===== config.mk =====
export PLATFORM = sky130hd
export DESIGN_NAME = alu_exec_stage_flat
export DESIGN_NICKNAME = d
export VERILOG_FILES = /design/src/rtl/alu_pkg.sv /design/src/rtl/alu_exec_stage_if.sv /design/src/rtl/alu_fwd_mux.sv /design/src/rtl/alu_exec_stage.sv /design/src/flat_wrapper.sv
export SDC_FILE = /design/constraint.sdc
export NUM_CORES = 1
export LEC_CHECK = 0
export CORE_ASPECT_RATIO = 0.8
export CORE_UTILIZATION = 36
export CTS_CLUSTER_SIZE = 8
export DETAILED_ROUTE_END_ITERATION = 10
export GPL_TIMING_DRIVEN = 0
export HOLD_SLACK_MARGIN = 0.08
export PLACE_DENSITY = 0.62
export SLEW_MARGIN = 20
export SYNTH_ARGS = -nofsm -noshare
export SYNTH_HDL_FRONTEND = slang
export SYNTH_SLANG_ARGS = --single-unit

===== constraint.sdc =====
create_clock -name clk -period 5.8 [get_ports clk]
set_clock_uncertainty 0.2 [all_clocks]
set_input_delay 0.87 -clock clk [delete_from_list [all_inputs] [get_ports clk]]
set_output_delay 0.87 -clock clk [all_outputs]
set_load 0.01 [all_outputs]

===== src/rtl/alu_pkg.sv =====
// Shared opcodes, flag bit positions and FSM state type for the execute-stage ALU.
package alu_pkg;
   localparam logic [3:0] OP_NOP  = 4'd0;
   localparam logic [3:0] OP_NOT  = 4'd1;
   localparam logic [3:0] OP_INC  = 4'd2;
   localparam logic [3:0] OP_DEC  = 4'd3;
   localparam logic [3:0] OP_MOV  = 4'd4;
   localparam logic [3:0] OP_ADD  = 4'd5;
   localparam logic [3:0] OP_SUB  = 4'd6;
   localparam logic [3:0] OP_AND  = 4'd7;
   localparam logic [3:0] OP_OR   = 4'd8;
   localparam logic [3:0] OP_SHL  = 4'd9;
   localparam logic [3:0] OP_SHR  = 4'd10;
   localparam logic [3:0] OP_SETC = 4'd11;
   localparam logic [3:0] OP_CLRC = 4'd12;
   localparam logic [3:0] OP_PASS = 4'd13;
   localparam logic [3:0] OP_LDI  = 4'd14;
   localparam logic [3:0] OP_MUL  = 4'd15;

   localparam int FLG_C = 2;
   localparam int FLG_Z = 1;
   localparam int FLG_N = 0;

   typedef enum logic {ST_IDLE = 1'b0, ST_MUL = 1'b1} state_e;
endpackage


===== src/rtl/alu_exec_stage_if.sv =====
// Operand/handshake/result bundle between the issue logic and the execute-stage ALU.
interface alu_exec_stage_if #(
   parameter int N       = 16,
   parameter int FWD_N   = 2,
   parameter int SHAMT_W = 4,
   parameter int RID_W   = 3
);
   logic                     in_valid;
   logic                     in_ready;
   logic [3:0]               op;
   logic [N-1:0]             src_a;
   logic [N-1:0]             src_b;
   logic [RID_W-1:0]         rs_a;
   logic [RID_W-1:0]         rs_b;
   logic [N-1:0]             imm;
   logic [SHAMT_W:0]         shamt;
   logic [FWD_N-1:0]         fwd_valid;
   logic [FWD_N*RID_W-1:0]   fwd_rd;
   logic [FWD_N*N-1:0]       fwd_data;
   logic                     in_port_sel;
   logic [N-1:0]             in_port;
   logic                     flush;
   logic                     flag_save;
   logic                     flag_restore;
   logic                     out_valid;
   logic [N-1:0]             result;
   logic [2:0]               flags;
   logic                     busy;

   modport master (
      output in_valid, op, src_a, src_b, rs_a, rs_b, imm, shamt,
             fwd_valid, fwd_rd, fwd_data, in_port_sel, in_port,
             flush, flag_save, flag_restore,
      input  in_ready, out_valid, result, flags, busy
   );

   modport slave (
      input  in_valid, op, src_a, src_b, rs_a, rs_b, imm, shamt,
             fwd_valid, fwd_rd, fwd_data, in_port_sel, in_port,
             flush, flag_save, flag_restore,
      output in_ready, out_valid, result, flags, busy
   );
endinterface


===== src/rtl/alu_fwd_mux.sv =====
// Priority operand bypass: the youngest matching write-back slot (lowest index) wins over the register file.
module alu_fwd_mux #(
   parameter int N     = 16,
   parameter int FWD_N = 2,
   parameter int RID_W = 3
) (
   input  logic [RID_W-1:0]       rs_i,
   input  logic [N-1:0]           reg_i,
   input  logic [FWD_N-1:0]       fwd_valid_i,
   input  logic [FWD_N*RID_W-1:0] fwd_rd_i,
   input  logic [FWD_N*N-1:0]     fwd_data_i,
   output logic [N-1:0]           opnd_o
);
   // Walk oldest to youngest so the youngest match is written last.
   always_comb begin
      opnd_o = reg_i;
      for (int j = FWD_N - 1; j >= 0; j--) begin
         if (fwd_valid_i[j] && (fwd_rd_i[j*RID_W +: RID_W] == rs_i))
            opnd_o = fwd_data_i[j*N +: N];
      end
   end
endmodule


===== src/rtl/alu_exec_stage.sv =====
// Registered execute-stage ALU: operand bypass, C/Z/N flags with shadow copy, iterative shift-add multiply.
module alu_exec_stage
   import alu_pkg::*;
#(
   parameter int N       = 16,
   parameter int FWD_N   = 2,
   parameter int SHAMT_W = 4,
   parameter int RID_W   = 3
) (
   input logic             clk,
   input logic             rst_n,
   alu_exec_stage_if.slave bus
);
   localparam int CNT_W = $clog2(N + 1);

   logic [N-1:0]     opa, opb;
   state_e           state_q, state_d;
   logic [CNT_W-1:0] cnt_q, cnt_d;
   logic [2*N-1:0]   acc_q, acc_d, mcand_q, mcand_d, acc_step;
   logic [N-1:0]     mplr_q, mplr_d;
   logic [N-1:0]     res_q, res_d, alu_res;
   logic [2:0]       flg_q, flg_d, shd_q, shd_d, alu_flg, upd_flg;
   logic             ov_q, ov_d, alu_c, upd_zn;

   alu_fwd_mux #(.N(N), .FWD_N(FWD_N), .RID_W(RID_W)) u_fwd_a (
      .rs_i(bus.rs_a), .reg_i(bus.src_a), .fwd_valid_i(bus.fwd_valid),
      .fwd_rd_i(bus.fwd_rd), .fwd_data_i(bus.fwd_data), .opnd_o(opa)
   );

   alu_fwd_mux #(.N(N), .FWD_N(FWD_N), .RID_W(RID_W)) u_fwd_b (
      .rs_i(bus.rs_b), .reg_i(bus.src_b), .fwd_valid_i(bus.fwd_valid),
      .fwd_rd_i(bus.fwd_rd), .fwd_data_i(bus.fwd_data), .opnd_o(opb)
   );

   // Single-cycle datapath; carry defaults to held so ops that leave C alone need no branch.
   always_comb begin
      alu_res = res_q;
      alu_c   = flg_q[FLG_C];
      upd_zn  = 1'b0;
      alu_flg = flg_q;
      case (bus.op)
         OP_NOP:  if (bus.in_port_sel) alu_res = bus.in_port;
         OP_NOT:  begin alu_res = ~opa; alu_c = 1'b0; upd_zn = 1'b1; end
         OP_INC:  begin {alu_c, alu_res} = {1'b0, opa} + (N+1)'(1); upd_zn = 1'b1; end
         OP_DEC:  begin {alu_c, alu_res} = {1'b0, opa} - (N+1)'(1); upd_zn = 1'b1; end
         OP_MOV:  alu_res = opa;
         OP_ADD:  begin {alu_c, alu_res} = {1'b0, opa} + {1'b0, opb}; upd_zn = 1'b1; end
         OP_SUB:  begin {alu_c, alu_res} = {1'b0, opa} - {1'b0, opb}; upd_zn = 1'b1; end
         OP_AND:  begin alu_res = opa & opb; upd_zn = 1'b1; end
         OP_OR:   begin alu_res = opa | opb; upd_zn = 1'b1; end
         OP_SHL: begin
            upd_zn = 1'b1;
            if (bus.shamt == '0)                        alu_res = opa;
            else if (bus.shamt > (SHAMT_W+1)'(N))       begin alu_res = '0; alu_c = 1'b0; end
            else                                        {alu_c, alu_res} = {1'b0, opa} << bus.shamt;
         end
         OP_SHR: begin
            upd_zn = 1'b1;
            if (bus.shamt == '0)                        alu_res = opa;
            else if (bus.shamt > (SHAMT_W+1)'(N))       begin alu_res = '0; alu_c = 1'b0; end
            else                                        {alu_res, alu_c} = {opa, 1'b0} >> bus.shamt;
         end
         OP_SETC: alu_c = 1'b1;
         OP_CLRC: alu_c = 1'b0;
         OP_PASS: alu_res = opa;
         OP_LDI:  alu_res = bus.imm;
         default: ;
      endcase
      alu_flg[FLG_C] = alu_c;
      alu_flg[FLG_Z] = upd_zn ? (alu_res == '0) : flg_q[FLG_Z];
      alu_flg[FLG_N] = upd_zn ? alu_res[N-1]    : flg_q[FLG_N];
   end

   assign acc_step = acc_q + (mplr_q[0] ? mcand_q : '0);

   always_comb begin
      state_d = state_q;
      cnt_d   = cnt_q;
      acc_d   = acc_q;
      mcand_d = mcand_q;
      mplr_d  = mplr_q;
      res_d   = res_q;
      upd_flg = flg_q;
      ov_d    = 1'b0;
      if (bus.flush) begin
         state_d = ST_IDLE;
      end else begin
         case (state_q)
            ST_IDLE: if (bus.in_valid) begin
               if (bus.op == OP_MUL) begin
                  state_d = ST_MUL;
                  cnt_d   = CNT_W'(N);
                  acc_d   = '0;
                  mcand_d = {{N{1'b0}}, opa};
                  mplr_d  = opb;
               end else begin
                  ov_d    = 1'b1;
                  res_d   = alu_res;
                  upd_flg = alu_flg;
               end
            end
            ST_MUL: begin
               acc_d   = acc_step;
               mcand_d = mcand_q << 1;
               mplr_d  = mplr_q >> 1;
               cnt_d   = cnt_q - CNT_W'(1);
               if (cnt_q == CNT_W'(1)) begin
                  state_d        = ST_IDLE;
                  ov_d           = 1'b1;
                  res_d          = acc_step[N-1:0];
                  upd_flg[FLG_C] = |acc_step[2*N-1:N];
                  upd_flg[FLG_Z] = (acc_step[N-1:0] == '0);
                  upd_flg[FLG_N] = acc_step[N-1];
               end
            end
            default: state_d = ST_IDLE;
         endcase
      end
      // Restore overrides any same-cycle update; save sees pre-update flags, so both together swap.
      flg_d = bus.flag_restore ? shd_q : upd_flg;
      shd_d = bus.flag_save ? flg_q : shd_q;
   end

   always_ff @(posedge clk or negedge rst_n) begin
      if (!rst_n) begin
         state_q <= ST_IDLE;
         cnt_q   <= '0;
         acc_q   <= '0;
         mcand_q <= '0;
         mplr_q  <= '0;
         res_q   <= '0;
         flg_q   <= '0;
         shd_q   <= '0;
         ov_q    <= 1'b0;
      end else begin
         state_q <= state_d;
         cnt_q   <= cnt_d;
         acc_q   <= acc_d;
         mcand_q <= mcand_d;
         mplr_q  <= mplr_d;
         res_q   <= res_d;
         flg_q   <= flg_d;
         shd_q   <= shd_d;
         ov_q    <= ov_d;
      end
   end

   assign bus.in_ready  = (state_q == ST_IDLE);
   assign bus.busy      = (state_q == ST_MUL);
   assign bus.out_valid = ov_q;
   assign bus.result    = res_q;
   assign bus.flags     = flg_q;
endmodule


===== src/flat_wrapper.sv =====
// flat-port wrapper written by rule: the top's interface ports become plain ports
module alu_exec_stage_flat import alu_pkg::*;
#(
   parameter int N       = 16,
   parameter int FWD_N   = 2,
   parameter int SHAMT_W = 4,
   parameter int RID_W   = 3
)
  (clk, rst_n, bus_in_valid, bus_op, bus_src_a, bus_src_b, bus_rs_a, bus_rs_b, bus_imm, bus_shamt, bus_fwd_valid, bus_fwd_rd, bus_fwd_data, bus_in_port_sel, bus_in_port, bus_flush, bus_flag_save, bus_flag_restore, bus_in_ready, bus_out_valid, bus_result, bus_flags, bus_busy);
  alu_exec_stage_if #(.N(N), .FWD_N(FWD_N), .SHAMT_W(SHAMT_W), .RID_W(RID_W)) bus_i ();
  input logic clk;
  input logic rst_n;
  input wire logic [$bits(bus_i.in_valid)-1:0] bus_in_valid;
  input wire logic [$bits(bus_i.op)-1:0] bus_op;
  input wire logic [$bits(bus_i.src_a)-1:0] bus_src_a;
  input wire logic [$bits(bus_i.src_b)-1:0] bus_src_b;
  input wire logic [$bits(bus_i.rs_a)-1:0] bus_rs_a;
  input wire logic [$bits(bus_i.rs_b)-1:0] bus_rs_b;
  input wire logic [$bits(bus_i.imm)-1:0] bus_imm;
  input wire logic [$bits(bus_i.shamt)-1:0] bus_shamt;
  input wire logic [$bits(bus_i.fwd_valid)-1:0] bus_fwd_valid;
  input wire logic [$bits(bus_i.fwd_rd)-1:0] bus_fwd_rd;
  input wire logic [$bits(bus_i.fwd_data)-1:0] bus_fwd_data;
  input wire logic [$bits(bus_i.in_port_sel)-1:0] bus_in_port_sel;
  input wire logic [$bits(bus_i.in_port)-1:0] bus_in_port;
  input wire logic [$bits(bus_i.flush)-1:0] bus_flush;
  input wire logic [$bits(bus_i.flag_save)-1:0] bus_flag_save;
  input wire logic [$bits(bus_i.flag_restore)-1:0] bus_flag_restore;
  output wire logic [$bits(bus_i.in_ready)-1:0] bus_in_ready;
  output wire logic [$bits(bus_i.out_valid)-1:0] bus_out_valid;
  output wire logic [$bits(bus_i.result)-1:0] bus_result;
  output wire logic [$bits(bus_i.flags)-1:0] bus_flags;
  output wire logic [$bits(bus_i.busy)-1:0] bus_busy;
  assign bus_i.in_valid = bus_in_valid;
  assign bus_i.op = bus_op;
  assign bus_i.src_a = bus_src_a;
  assign bus_i.src_b = bus_src_b;
  assign bus_i.rs_a = bus_rs_a;
  assign bus_i.rs_b = bus_rs_b;
  assign bus_i.imm = bus_imm;
  assign bus_i.shamt = bus_shamt;
  assign bus_i.fwd_valid = bus_fwd_valid;
  assign bus_i.fwd_rd = bus_fwd_rd;
  assign bus_i.fwd_data = bus_fwd_data;
  assign bus_i.in_port_sel = bus_in_port_sel;
  assign bus_i.in_port = bus_in_port;
  assign bus_i.flush = bus_flush;
  assign bus_i.flag_save = bus_flag_save;
  assign bus_i.flag_restore = bus_flag_restore;
  assign bus_in_ready = bus_i.in_ready;
  assign bus_out_valid = bus_i.out_valid;
  assign bus_result = bus_i.result;
  assign bus_flags = bus_i.flags;
  assign bus_busy = bus_i.busy;
  alu_exec_stage #(.N(N), .FWD_N(FWD_N), .SHAMT_W(SHAMT_W), .RID_W(RID_W)) u_core (.clk(clk), .rst_n(rst_n), .bus(bus_i));
endmodule

## Word level (Yosys, flattened, before mapping)

Cells that the tools add are included.

| cells by class | value |
|---|---|
| $add $sub $neg | 6 |
| magnitude comparators | 1 |
| eq/ne operators | 32 |
| shift operators | 2 |
| mux-type cells | 51 |
| bitwise operators | 5 |
| reduce and logical (&&, ||, !) cells | 16 |

Operators by type and width:

| cell | count |
|---|---|
| 16-bit 2-to-1 mux | 14 |
| 16-bit one-hot mux with 12 select lines | 1 |
| 32-bit 2-to-1 mux | 5 |
| 32-bit one-hot mux with 2 select lines | 2 |
| 16-bit one-hot mux with 2 select lines | 2 |
| 32-bit adder | 1 |
| 4-bit equality test, second input constant | 8 |
| 16-bit logical NOT | 2 |
| 16-bit by 1-bit adder with 17-bit output, second input constant | 1 |
| 16-bit by 16-bit adder with 17-bit output | 1 |
| 16-bit by 5-bit left shift with 17-bit output | 1 |
| 17-bit by 5-bit >> shifter with 17-bit output | 1 |
| 16-bit by 1-bit subtractor with 17-bit output, second input constant | 1 |
| 16-bit by 16-bit subtractor with 17-bit output | 1 |
| 16-bit bitwise AND | 1 |
| 4-bit by 3-bit equality test with 1-bit output, second input constant | 4 |
| 16-bit inverter | 1 |
| 16-bit bitwise OR | 1 |
| 16-bit OR reduction | 1 |
| 1-bit 2-to-1 mux | 15 |
| 3-bit 2-to-1 mux | 5 |
| 3-bit equality test | 4 |
| 5-bit 2-to-1 mux | 2 |
| 10-bit by 3-bit inequality test with 1-bit output, second input constant | 1 |
| other kinds (24) | 37 |

| word-level totals | value |
|---|---|
| flip-flop bits (word level) | 109 |
| bits of input ports | 126 |
| output and inout bits | 22 |
| word-level logic and storage cells | 123 |

## Depth between registers and ports, before layout

Gate-level depths: netlist of the first run.

| logic depth | value |
|---|---|
| depth after elaboration | 15 |
| mapped depth | 21 |
| depth with buffers taken out | 20 |

## By module

A second synthesis of the first run with hierarchy kept.

| unflattened totals | value |
|---|---|
| cells, all modules | 1739 |
| area, all modules | 13360.3 um^2 |

Modules (own cells, without submodules):

| module | instances | cells each | area an instance (um^2) | sequential area each (um^2) |
|---|---|---|---|---|
| alu_exec_stage | 1 | 1619 | 12552.0 | 2727.6 |
| alu_fwd_mux | 2 | 60 | 404.1 | 0.0 |

## Worst setup path after synthesis of the first run

Ideal clock, no wire load.

| path | value |
|---|---|
| kind | input port to flip-flop |
| start point | input bus_rs_a[0] |
| end point | register u_core.flg_q[1], in the netlist u_core.bus.flags[1] |
| setup time | 0.092 ns |
| arrival time | 5.570 ns |
| data required time | 5.508 ns |
| slack | -0.062 ns |
| cell stages on the path | 19 |
| path buffers | 1 |
| cells stage by stage | xnor2_2 -> nand4_4 -> buf_6 -> a211o_1 -> o21ai_0 -> clkinv_1 -> ha_1 -> fa_1 -> a21oi_1 -> o21bai_1 -> a2111oi_0 -> o31ai_1 -> nor4_1 -> nor3_1 -> a22o_1 -> o32ai_1 -> nand3_1 -> or4b_1 -> o31ai_2 |

| between the ends | value |
|---|---|
| word-level cells in the longest chain between the ends | 15 |
| elaborated cells between the ends (all ways) | 27 |
| those cells by class | add/sub: 4; eq/ne: 2; shift: 2; mux: 13; bitwise: 3; reduce/logical: 3 |

Ends and longest elaborated chain:

| what | line | text |
|---|---|---|
| from (decl) | flat_wrapper.sv:17 | `input wire logic [$bits(bus_i.rs_a)-1:0] bus_rs_a;` |
| 3-bit equality test | alu_fwd_mux.sv:18 | `if (fwd_valid_i[j] && (fwd_rd_i[j*RID_W +: RID_W] == rs_i))` |
| 1-bit logical AND | alu_fwd_mux.sv:18 |  |
| 16-bit 2-to-1 mux | alu_fwd_mux.sv:18 |  |
| 16-bit 2-to-1 mux * | alu_fwd_mux.sv:18 |  |
| 17-bit by 5-bit >> shifter with 17-bit output / 16-bit by 5-bit left shift with 17-bit output (equally long branches) | alu_exec_stage.sv:61, alu_exec_stage.sv:55 |  |
| 16-bit 2-to-1 mux, on equally long branches | alu_exec_stage.sv:60, alu_exec_stage.sv:54 |  |
| 16-bit 2-to-1 mux, on equally long branches | alu_exec_stage.sv:59, alu_exec_stage.sv:53 |  |
| 16-bit one-hot mux with 12 select lines * | alu_exec_stage.sv:41 | `case (bus.op)` |
| 16-bit logical NOT * | alu_exec_stage.sv:70 | `alu_flg[FLG_Z] = upd_zn ? (alu_res == '0) : flg_q[FLG_Z];` |
| 1-bit 2-to-1 mux * | alu_exec_stage.sv:70 |  |
| 3-bit 2-to-1 mux * | alu_exec_stage.sv:90 | `if (bus.op == OP_MUL) begin` |
| 3-bit 2-to-1 mux * | alu_exec_stage.sv:89 | `ST_IDLE: if (bus.in_valid) begin` |
| 3-bit one-hot mux with 2 select lines * | alu_exec_stage.sv:88 | `case (state_q)` |
| 3-bit 2-to-1 mux * | alu_exec_stage.sv:85 | `if (bus.flush) begin` |
| 3-bit 2-to-1 mux * | alu_exec_stage.sv:120 | `flg_d = bus.flag_restore ? shd_q : upd_flg;` |
| to (signal assigned) | alu_exec_stage.sv:142 | `flg_q <= flg_d;` |
| to (decl) | alu_exec_stage.sv:22 | `logic [2:0] flg_q, flg_d, shd_q, shd_d, alu_flg, upd_flg;` |

Mark *: on every way between the ends. The rest lies on a longest branch, timed or not. The select of a mux whose other input is x is not followed.
A chain may end at the register's enable or synchronous reset.

## Worst setup path in the final report of the first run

| path | value |
|---|---|
| start point | input bus_op[0] |
| end point | register u_core.flg_q[1], in the netlist u_core.bus.flags[1] |

| between the ends | value |
|---|---|
| word-level cells in the longest chain between the ends | 10 |
| elaborated cells between the ends (all ways) | 28 |
| those cells by class | eq/ne: 15; mux: 8; reduce/logical: 5 |

Ends and longest elaborated chain:

| what | line | text |
|---|---|---|
| from (decl) | flat_wrapper.sv:14 | `input wire logic [$bits(bus_i.op)-1:0] bus_op;` |
| 4-bit by 3-bit equality test with 1-bit output / 4-bit equality test (equally long branches) | alu_exec_stage.sv:41 |  |
| 2-bit OR reduction (no source line) | -- |  |
| 16-bit one-hot mux with 12 select lines | alu_exec_stage.sv:41 |  |
| 16-bit logical NOT | alu_exec_stage.sv:70 |  |
| 1-bit 2-to-1 mux | alu_exec_stage.sv:70 |  |
| 3-bit 2-to-1 mux | alu_exec_stage.sv:90 |  |
| 3-bit 2-to-1 mux | alu_exec_stage.sv:89 |  |
| 3-bit one-hot mux with 2 select lines | alu_exec_stage.sv:88 |  |
| 3-bit 2-to-1 mux | alu_exec_stage.sv:85 |  |
| 3-bit 2-to-1 mux | alu_exec_stage.sv:120 |  |

Several ways; a longest one is shown, not always the timed one. The select of a mux whose other input is x is not followed.

==> results.json, run 1 <==
{
  "period_share_pct": 101,
  "overflow": 0,
  "fp.dieH_um": 175,
  "drt_iter0_markers": 2746,
  "synth_edf_count": 0,
  "firstDrtPassIters": 7,
  "start_util_pct": 37.0,
  "synth.mux.area_fraction_pct": 6.29,
  "r2r-start": "u_core.mplr_q[0]",
  "antenna_found_initial": 2,
  "max-slew-margin-rel_pct": 15.3,
  "yosys_register_bits": 109,
  "cp_cell_sequence": "clkdlybuf4s50_1, clkbuf_1, nor3b_1, o21ai_0, dlygate4sd1_1, o2111ai_2, a221oi_2, nand3_1, nor4_4, a31oi_4, nor3_2, nand4b_1, or4b_1, o31ai_2",
  "r2r_cells": 15,
  "cpPeakStageDelay_ps": 770,
  "synth_top_family_by_area": "compound AO/OA/AOI/OAI gates",
  "violations": "negative setup slack",
  "worstHoldPathType": "input pin to asynchronous set/reset pin",
  "area_delta_synth_final_pct": 28.1,
  "cts_buffers": 9,
  "hold_viol_final": 0,
  "synthesis.area_mm2": 0.0134,
  "register_area_mm2": 0.00273,
  "slowest_stage": "dlygate4sd1_1",
  "r2r-end": "u_core.bus.flags[2]",
  "yosys-top-cells-count": "nor2_1 (206), nand2_1 (188), a21oi_1 (153)",
  "hpwlAfterDp_um": 62300,
  "max_clock_freq_ghz": 0.171,
  "cts.sinks": 109,
  "drt_wl_total_um": 76900,
  "clock_path_buffers": 2,
  "synthXorXnorAreaFrac_pct": 4.41,
  "root_buffer": "clkbuf_16",
  "synth_fa_ha_area_share_pct": 7.94,
  "crit_path_end_kind": "flop",
  "drc": 0,
  "vias_per_cell": 6.62,
  "critPathRequiredTime_ps": 5880,
  "cp.arrival_ps": 5910,
  "synth.most_common_cell": "nor2_1",
  "yosys.cell_types.count": 86,
  "synthSimpleGateAreaFrac_pct": 23.4,
  "die_w_um": 218,
  "synth_top_area_share_pct": 20.3,
  "drive_above_1_share_pct": 12.9,
  "ys_seq_area_share_pct": 20.3,
  "clk_pin_slew_ps": 80,
  "drv_slew": 0,
  "synth.largest_area_cell": "dfrtp_1",
  "grt_max_degree": 74,
  "multiInputGateArea_mm2": 0.0108,
  "wl_per_cell_um": 30.5,
  "track_usage_pct": 39.6,
  "async_reset_ff_share_pct": 100,
  "status": "finished, violations left",
  "synth.avg_cell_area_um2": 7.34,
  "rrSetupSlack_ps": 140,
  "core_area_mm2": 0.0363,
  "leakage_uw": 0.00728,
  "rows": 62,
  "critPathLaunchType": "input pin",
  "vdd_drop_max_uv": 188,
  "synth-main-ff-cell": "dfrtp_1",
  "fin_nets": 2247,
  "ios": 148,
  "ys.warnings.count": 0,
  "clk_latency_ps": 360,
  "critPathMaxFanout": 10,
  "cap_violations": 0,
  "place_ws_ps": -2980,
  "gp_congestion": 1.03,
  "synth_compound_area_share_pct": 32.1,
  "syn-num-nets": 2039,
  "vias": 16700,
  "synth.area.top_cells": "dfrtp_1 (20%), ha_1 (7.6%), nor2_1 (5.8%)",
  "htreeDepth": 3,
  "timing.final.ws_setup_ps": -31.0,
  "ctsHoldBuffers": 0,
  "diodes": 0,
  "fillers": 3644,
  "setup_viol": 1,
  "syn_inst": 1829,
  "fin_crit_ps": 5830,
  "worst_slew_pin_slew_ps": 1270,
  "path_class": "input pin to flop",
  "fp.dieArea_mm2": 0.0381,
  "grt_pass1_wl_um": 109000,
  "ant_nets": 0,
  "powerDensity_mw_per_mm2": 210,
  "whs_ps": 199,
  "io_buffers": 140,
  "grt_pass1_vias": 15400,
  "cts_tree": "yes"
}
## worst max-delay path: cells and delay by family
kind / cells / cell delay (ps)
buf+inv: 3 / 1720
compound gates: 5 / 1620
simple gates: 6 / 1670
## placed cells by master, fill, tap and decap left out, types with 19 or more instances in the layout
cell             count
a22o_1              30
o21ai_0            145
inv_1               66
clkdlybuf4s50_1    126
nand2_1            188
o31ai_1             20
and2_1              37
clkbuf_1            83
a21o_1              30
o211ai_1            20
a221oi_1            19
a31oi_1             21
nand3_1             51
and3_1              20
a21oi_1            140
buf_4               59
mux2i_1             45
dfrtp_1            108
ha_1                78
nor2_1             192
xnor2_1             37
nor3_1              52
## registers in the layout (all words and copies together), names as in the netlist
name	count
u_core.acc_q	32
u_core.bus.busy	1
u_core.bus.flags	3
u_core.bus.out_valid	1
u_core.bus.result	16
u_core.cnt_q	5
u_core.mcand_q	32
u_core.mplr_q	16
u_core.shd_q	3
## worst max path at each step
| stage | from | endpoint | cells past startpoint |
|---|---|---|---|
| after global placement | bus_rs_a[2] | u_core.bus.flags[2] | 20 |
| final | bus_op[0] | u_core.bus.flags[1] | 14 |
| after global routing | bus_rs_b[1] | u_core.bus.flags[2] | 20 |
| after floorplan | bus_rs_a[0] | u_core.bus.flags[1] | 19 |
| after CTS | bus_fwd_rd[1] | u_core.bus.flags[1] | 21 |
| after detailed placement | bus_fwd_valid[1] | u_core.bus.flags[2] | 22 |
## routing by layer
metal	vias up	share of wire [%]	track usage, %
li1	7227	-	-
met1	8136	46	62.3
met2	1205	35	48.6
met3	136	15	14.6
met4	2	2.9	9.88
met5	-	0.017	0
## logic make-up (layout without fill, tap and decap cells)
kind of cell / after synthesis / in the layout
and+or+nand+nor: 668 / 668
xor gates and xnor gates: 65 / 65
AOI/OAI and AO/OA: 644 / 644
DFF: 109 / 109
buffers and inverters: 192 / 405
muxes: 67 / 67
adders and majority gates: 84 / 84
## through the flow
stage,util (%),cell area (µm²),power (µW),instances,TNS [ps]
2_1_floorplan,-,13400,1920,1829,0
3_5_place_dp,42.8,15500,2640,2453,-35010
3_3_place_gp,42.5,15400,2630,2449,-112210
5_1_grt,47.4,17200,3760,2522,-79.1
4_1_cts,46.2,16800,3480,2503,-10.1
6_report,47.4,17200,3620,2522,-31.0
## final cells by class
class / instances / area share, %
Buffer: 115 / 3.22
Clock buffer: 11 / 1.41
Clock inverter: 5 / 0.480
Inverter: 73 / 1.64
Multi-Input combinational cell: 1528 / 63.0
Sequential cell: 109 / 15.9
Tap cell: 480 / 3.49
Timing Repair Buffer: 201 / 10.9
## what timing repair did
action	CTS	global route
setup buffers	36	21
setup endpoints to repair	19	5
pin swaps	15	28
resized for setup	137	77
## power by group
group          switching (µW)  internal (µW)
clock                     296            392
combinational            1180            727
sequential                134            882
(Power assumes the default switching activity.)
==> inputs of run 2 (changes only) <==
--- a/config.mk
+++ b/config.mk
@@ -12,6 +12,8 @@
 export GPL_TIMING_DRIVEN = 0
 export HOLD_SLACK_MARGIN = 0.08
 export PLACE_DENSITY = 0.62
+export SETUP_SLACK_MARGIN = 0.1
+export SKIP_LAST_GASP = 1
 export SLEW_MARGIN = 20
 export SYNTH_ARGS = -nofsm -noshare
 export SYNTH_HDL_FRONTEND = slang
==> results.json, run 2 (same netlist as run 1, synthesis figures left out) <==
{
  "top_usage_layer": "met1",
  "drv_slew": 0,
  "setup_viol": 0,
  "start_util_pct": 37.0,
  "powerDensity_mw_per_mm2": 208,
  "die_w_um": 218,
  "grt_use_met1_pct": 56.7,
  "fin_area_mm2": 0.0172,
  "cp.arrival_ps": 5820,
  "hold_viol_final": 0,
  "crit_top_cell": "clkbuf_1",
  "max-slew-margin-rel_pct": 10.2,
  "timing.final.ws_setup_ps": 71.6,
  "clk_latency_ps": 370,
  "max_clock_freq_ghz": 0.175,
  "cpPeakStageDelay_ps": 700,
  "fin_crit_ps": 5730,
  "grt_pass1_vias": 15500,
  "drt_wl_total_um": 74900,
  "status": "completed",
  "grt_use_met3_pct": 17.9,
  "vdd_drop_max_uv": 179,
  "rows": 62,
  "critPathTopFamily": "buffers and inverters",
  "grt_pass1_wl_um": 108000,
  "clock_path_buffers": 2,
  "ctsHoldBuffers": 0,
  "ios": 148,
  "setup_tns_ps": 0,
  "placed_area_mm2": 0.0155,
  "grt_max_degree": 67,
  "rsz0062_at_grt": "no",
  "critPathRequiredTime_ps": 5890,
  "root_buffer": "clkbuf_16",
  "critPathLaunchType": "input pin",
  "slowest_stage": "clkbuf_1",
  "drc": 0,
  "period_share_pct": 98.8,
  "core_area_mm2": 0.0363,
  "hpwlAfterDp_um": 59600,
  "crit_buf_inv": 4,
  "clk_pin_slew_ps": 80,
  "io_buffers": 140,
  "htreeDepth": 3,
  "drive_above_1_share_pct": 12.9,
  "antenna_found_initial": 5,
  "reg_top3": "u_core.acc_q (32), u_core.mcand_q (32)",
  "worst_slew_pin_slew_ps": 1340,
  "most-common-layout-cells": "nor2_1 (193), nand2_1 (188), o21ai_0 (144)",
  "critPathMaxFanout": 10,
  "overflow": 0,
  "fp.dieArea_mm2": 0.0381,
  "place_ws_ps": -2370,
  "worstHoldPathType": "input pin to asynchronous set/reset pin",
  "cts_tree": "yes",
  "firstDrtPassIters": 7,
  "vias_per_cell": 6.72,
  "fp.dieH_um": 175,
  "rrSetupSlack_ps": 230,
  "leakage_uw": 0.00727,
  "wl_per_cell_um": 29.7,
  "gp_congestion": 1.10,
  "final_common_cell": "nor2_1",
  "area_delta_synth_final_pct": 28.1,
  "drt_iter0_markers": 2826,
  "path_class": "input pin to flop",
  "track_usage_pct": 38.6,
  "ant_nets": 0,
  "cts.sinks": 109,
  "fin_nets": 2241,
  "grt.met2_usage_pct": 48.7,
  "crit_path_end_kind": "flop",
  "cp_cell_sequence": "clkdlybuf4s50_1, inv_1, clkbuf_1, clkbuf_1, nor3_1, a221oi_1, nor2_1, nor4_4, o221ai_1, o32ai_2, nand3_1, or4b_4, o31ai_4",
  "vias": 16900,
  "cap_violations": 0,
  "cts_buffers": 9
}
## run 2: changes by cell type in the layout (fill, tap and decap cells not counted), sizes merged
cell,before,now
buf,80,81
bufinv,2,1
clkbuf,113,111
clkdlybuf4s50,126,125
clkinvlp,1,2
diode,0,4
dlygate4sd1,1,0
dlygate4sd2,4,0
dlymetal6s2s,3,4
## run 2: final timing paths
| check | depth (start not counted) | to | startpoint |
|---|---|---|---|
| worst max register to register | 15 | u_core.bus.flags[2] | u_core.mplr_q[0] |
| worst min register to register | 2 | u_core.mplr_q[2] | u_core.mplr_q[2] |
| min in group clk | 2 | u_core.mplr_q[2] | u_core.mplr_q[2] |
| worst min-delay path | 1 | u_core.mcand_q[28] | rst_n |
| max in group asynchronous | 2 | u_core.mplr_q[0] | rst_n |
| worst max-delay path | 13 | u_core.bus.flags[1] | bus_shamt[0] |
## run 2: where the power goes
group          total, µW  internal, µW  switching (µW)
Sequential          1010           882             131
Clock                656           359             298
Combinational       1910           725            1190
Total               3580          1970            1620
## run 2: final cells by class
type	instances	area [µm²]
repair buffers	195	1830
inverters	73	279
clock buffers	11	253
diodes	4	10.0
plain buffers	115	574
fillers	3658	19100
well taps	480	601
flip-flops and latches	109	2730
clock inverters	5	58.8
multi-input cells	1528	10900
## run 2: what timing repair did
| item | 4_1_cts | 5_1_grt |
|---|---|---|
| gates resized for setup | 156 | 98 |
| setup endpoints to repair | 18 | 6 |
| pin swaps | 32 | 29 |
| gates cloned | 1 | 0 |
| buffers inserted | 32 | 19 |
## run 2: routing by layer
metal	wire length, µm	share of wire, %
met1	32800	44
met2	27300	36
met3	11900	16
met4	2620	3.5
met5	254	0.34
## run 2: metrics by stage
stage	hold slack [ps]	cells	utilization (%)	total power, µW
after global routing	246	2517	47.4	3730
after detailed placement	271	2452	42.8	2630
after CTS	235	2499	46.3	3430
final	215	2520	47.4	3580
after floorplan	239	1829	-	1920
after global placement	263	2449	42.5	2620
